### src/rtl/spi_reg_cmd_decoder.sv
// SPI command decoder: turns command/data byte stream into register read-pointer
// and write-strobe traffic, with read-burst, write-burst and address-set commands.
module spi_reg_cmd_decoder #(
   parameter int unsigned REG_NUM  = 7,
   parameter int unsigned ADDR_W   = $clog2(REG_NUM),
   parameter logic [7:0]  RD_CMD   = 8'h3B,
   parameter logic [7:0]  WR_CMD   = 8'h3C,
   parameter logic [7:0]  ADDR_CMD = 8'h2A,
   parameter bit          WRAP     = 1'b0
) (
   input  logic              clk_i,
   input  logic              rst_n_i,
   input  logic              dc_i,
   input  logic              spi_byte_vld_i,
   input  logic [7:0]        spi_byte_data_i,
   output logic              reg_rd_en_o,
   output logic [ADDR_W-1:0] reg_rd_addr_o,
   output logic              reg_wr_en_o,
   output logic [ADDR_W-1:0] reg_wr_addr_o,
   output logic [7:0]        reg_wr_data_o,
   output logic              cmd_err_o
);

   typedef enum logic [1:0] {StIdle, StAddr, StRead, StWrite} state_e;

   localparam logic [ADDR_W-1:0] LastPtr = ADDR_W'(REG_NUM - 1);

   state_e            state_q, state_d;
   logic [ADDR_W-1:0] ptr_q, ptr_d;
   logic              wr_en_q, wr_en_d;
   logic [ADDR_W-1:0] wr_addr_q, wr_addr_d;
   logic [7:0]        wr_data_q, wr_data_d;
   logic              err_q, err_d;

   logic              at_last;
   logic [ADDR_W-1:0] ptr_adv;
   state_e            state_adv;

   // Burst advance: past the last register either wrap in place or end the burst.
   assign at_last   = (ptr_q == LastPtr);
   assign ptr_adv   = at_last ? '0 : ptr_q + ADDR_W'(1);
   assign state_adv = (at_last && !WRAP) ? StIdle : state_q;

   always_comb begin
      state_d   = state_q;
      ptr_d     = ptr_q;
      wr_en_d   = 1'b0;
      wr_addr_d = wr_addr_q;
      wr_data_d = wr_data_q;
      err_d     = 1'b0;
      if (spi_byte_vld_i) begin
         if (!dc_i) begin
            case (spi_byte_data_i)
               RD_CMD:   state_d = StRead;
               WR_CMD:   state_d = StWrite;
               ADDR_CMD: state_d = StAddr;
               default: begin
                  state_d = StIdle;
                  err_d   = 1'b1;
               end
            endcase
         end else begin
            case (state_q)
               StAddr: begin
                  // Range check on the full byte so high bits cannot alias into range.
                  if ({24'd0, spi_byte_data_i} < REG_NUM) begin
                     ptr_d = spi_byte_data_i[ADDR_W-1:0];
                  end else begin
                     err_d = 1'b1;
                  end
                  state_d = StIdle;
               end
               StRead: begin
                  ptr_d   = ptr_adv;
                  state_d = state_adv;
               end
               StWrite: begin
                  wr_en_d   = 1'b1;
                  wr_addr_d = ptr_q;
                  wr_data_d = spi_byte_data_i;
                  ptr_d     = ptr_adv;
                  state_d   = state_adv;
               end
               default: ;
            endcase
         end
      end
   end

   always_ff @(posedge clk_i or negedge rst_n_i) begin
      if (!rst_n_i) begin
         state_q   <= StIdle;
         ptr_q     <= '0;
         wr_en_q   <= 1'b0;
         wr_addr_q <= '0;
         wr_data_q <= '0;
         err_q     <= 1'b0;
      end else begin
         state_q   <= state_d;
         ptr_q     <= ptr_d;
         wr_en_q   <= wr_en_d;
         wr_addr_q <= wr_addr_d;
         wr_data_q <= wr_data_d;
         err_q     <= err_d;
      end
   end

   assign reg_rd_en_o   = (state_q == StRead);
   assign reg_rd_addr_o = ptr_q;
   assign reg_wr_en_o   = wr_en_q;
   assign reg_wr_addr_o = wr_addr_q;
   assign reg_wr_data_o = wr_data_q;
   assign cmd_err_o     = err_q;

endmodule

### config.mk
export PLATFORM = sky130hd
export DESIGN_NAME = spi_reg_cmd_decoder
export DESIGN_NICKNAME = d
export VERILOG_FILES = /design/src/rtl/spi_reg_cmd_decoder.sv
export SDC_FILE = /design/constraint.sdc
export NUM_CORES = 1
export LEC_CHECK = 0
export BUFFER_PORTS_ARGS = -buffer_cell sky130_fd_sc_hd__buf_2
export CAP_MARGIN = 15
export CORE_MARGIN = 10
export CORE_UTILIZATION = 49
export DETAILED_ROUTE_END_ITERATION = 6
export PLACE_DENSITY = 0.77
export SLEW_MARGIN = 20
export SYNTH_ARGS = -nofsm -noshare
export SYNTH_HDL_FRONTEND = slang
export SYNTH_SLANG_ARGS = --single-unit
### constraint.sdc
create_clock -name clk_i -period 1.72 [get_ports clk_i]
set_input_delay 0.344 -clock clk_i [delete_from_list [all_inputs] [get_ports clk_i]]
set_output_delay 0.344 -clock clk_i [all_outputs]
set_load 0.05 [all_outputs]
==> metrics <==
global-route wire length before repair=3740 um; Yosys cell types=32; final hold viol count=0; DR DRC count=0; Post-Route Utilization=63.4%; worst min-delay path class=in2reg; top layer in use=met4; DIE HEIGHT=64.0 um; Yosys warnings=0; dpl hpwl=1700 um; syn avg cell area=8.77 um2; starting density of the core=53.1%; post-CTS setup buffer count=0; vias in the first global route=830; start point of the critical path=state_q[1]; clk slew on worst S/H paths=0.12 ns; Die Wd=64.0 um; Crit. End Element=output pin; wirelength, routed=2210 um; CP Data Required Time=1.38 ns; met3 wire len=114 um; # nets final=148; pwr dens=681 nW/um2; antenna viol nets, final=0; n_diodes=0; post-route insts no fill=160; die area=4090 um2; Worst slew margin=72.4%; status=completed; RSZ-0062 raised after global routing=no; DR vias=839; Detailed Routing Iterations Pass 1=4; Worst-Margin Slew=0.414 ns; ys flop type=dfrtp_1; CTS tree=done; Max VDD drop=0.000512 V; GPL Wtd Cong=0.788; Seq/Total Area, Yosys=47.6%; R2R depth=4; Critical Path Slowest Stage Cell=dfrtp_1; CP Launch Type=flip-flop; hold_sp=spi_byte_data_i[6]; I/O pin cnt=29; initial antenna violation count=0; grt total ovfl=0; Longest Clk Path Bufs=2; Critical Path Sink=reg_rd_en_o; setup violators final=0; largest net degree at the start of global routing=19; max incr delay on CP=0.52 ns; launch point of the worst reg-to-reg path=state_q[1]; max cap viols=0; Critical Path AT=1.24 ns; I/O Buffers=28; critical path type=reg2out; setup_tns=0 ns; static leakage power=0.623 nW; Synth Register Bits=18; achievable frequency=0.630 GHz; Tcrit/Tclk final=92.3%; Reg2Reg Setup Slack=0.35 ns; CTS root buf=clkbuf_4; Placement Rows=15; H-tree depth=1; CTS sink cnt=18; Post-synth EDFFs=0; # fillers=173; clk_skew=0.0151 ns; ratio of cells with drive above 1 in the final layout=26.7%; drt initial violations=34; synthesized area=947 um2; Cells after Synth=108; WL/cell=13.8 um; Slew Viols, Final=0; CP cell instances=nor2b_1 > buf_2; vias per cell=5.24; core area=1780 um2; post-synthesis net count=120; Post-Route M1 WL=1040 um; CTS Buf Count=3; cell count after placement=155; total track usage=10.9%; fin crit period=1.59 ns; crit path max fanout=10; Area after DPL=1080 um2; r2r endpoint=state_q[1]; clk_lat worst skew=0.29 ns; routed wl met2=1020 um; Syn-to-layout area delta=19.3%; Design Area, Final=1130 um2; ys async rst share=100%
-- timing repair --
| action | in CTS | in global routing |
|---|---|---|
| gates resized for setup | 0 | 0 |
| setup endpoints to repair | 0 | 0 |
| endpoints found under the hold margin | 18 | 0 |
| hold buffers | 1 | 0 |
-- how the worst min path moves through the flow --
stage                             to  slack (ns)  cells past startpoint
floorplan                  cmd_err_o        0.05                      0
global placement         reg_wr_en_o        0.30                      1
detailed placement  reg_wr_data_o[6]        0.30                      1
CTS                 reg_wr_data_o[6]        0.28                      3
global route        reg_wr_data_o[6]        0.27                      3
finish              reg_wr_data_o[6]        0.28                      3
-- cells in the final DEF (no fill, tap or decap) --
cell type,synthesis,final
nand2_1,37,37
buf_2,4,28
dfrtp_1,18,18
nor2_1,4,4
o21ai_0,4,4
a21oi_1,4,4
nand3_1,4,4
inv_1,3,3
clkbuf_4,0,3
nor2b_1,2,2
nor3_1,2,2
nand4_1,2,2
mux2i_1,2,2
o21ai_1,2,2
nand2b_1,2,2
and3_1,1,1
xnor2_1,1,1
nor4bb_1,1,1
a31oi_1,1,1
and4bb_1,1,1
nand4b_1,1,1
a211oi_1,1,1
and4b_4,1,1
o31ai_4,1,1
and3b_1,1,1
a22o_1,1,1
a22oi_1,1,1
o41ai_2,1,1
o22ai_1,1,1
o311ai_1,1,1
clkbuf_8,0,1
dlygate4sd3_1,0,1
buf_4,1,1
-- cells by family after synthesis --
family	Yosys count	synth area share, %
buffers and inverters	10	5.68
multiplexers	2	2.11
XOR/XNOR	1	0.925
AO/OA/AOI/OAI	18	14.0
AND/OR/NAND/NOR	59	29.7
flip-flops	18	47.6
-- routing by layer --
layer,up-vias,track usage (%)
met5,-,0
met4,0,5.19
met3,6,2.26
met2,33,17.0
met1,380,13.8
li1,420,-
-- sequential cells by signal (all words and copies together) (netlist names) --
signal and cells:
reg_rd_addr_o 3, cmd_err_o 1, reg_wr_en_o 1, reg_wr_data_o 8, state_q 2, reg_wr_addr_o 3
-- cell usage after synthesis, drive strengths merged (2+ instances only) --
cell	count	share of area, %
o21ai	6	3.2
mux2i	2	2.1
a21oi	4	2.1
buf	6	4.1
nand2	37	15
inv	3	1.2
nand2b	2	1.3
nand4	2	1.3
nor2b	2	1.3
nor3	2	1.1
nor2	4	1.6
dfrtp	18	48
nand3	4	2.1
-- where the power goes --
| group | switching, mW | total (mW) | leakage, nW | internal, mW |
|---|---|---|---|---|
| Combinational | 0.0529 | 0.0814 | 0.363 | 0.0286 |
| Sequential | 0.00322 | 0.429 | 0.240 | 0.426 |
| Clock | 0.131 | 0.259 | 0.0210 | 0.129 |
| Total | 0.187 | 0.770 | 0.623 | 0.583 |
-- area by class of cell --
cell class	count	area (um2)	share of cell area (%)
clock buffers	4	36.3	3.21
flip-flops and latches	18	450	39.9
repair buffers	30	158	14.0
well taps	25	31.3	2.77
inverters	3	11.3	0.997
multi-input cells	80	443	39.2
-- worst max-delay path: cells and delay by family (launching register included) --
| kind | cells | cell delay (ns) |
|---|---|---|
| and+or+nand+nor | 1 | 0.16 |
| buffers and inverters | 1 | 0.27 |
| DFF | 1 | 0.52 |
-- per-stage QoR --
| step | hold WS (ns) | setup slack [ns] | power [mW] |
|---|---|---|---|
| floorplan | 0.0484 | 0.157 | 0.485 |
| global placement | 0.297 | 0.359 | 0.516 |
| detailed placement | 0.298 | 0.328 | 0.518 |
| CTS | 0.275 | 0.129 | 0.773 |
| global route | 0.274 | 0.0455 | 0.807 |
| finish | 0.283 | 0.133 | 0.770 |
Note: power is estimated with default switching activity, not from simulation.
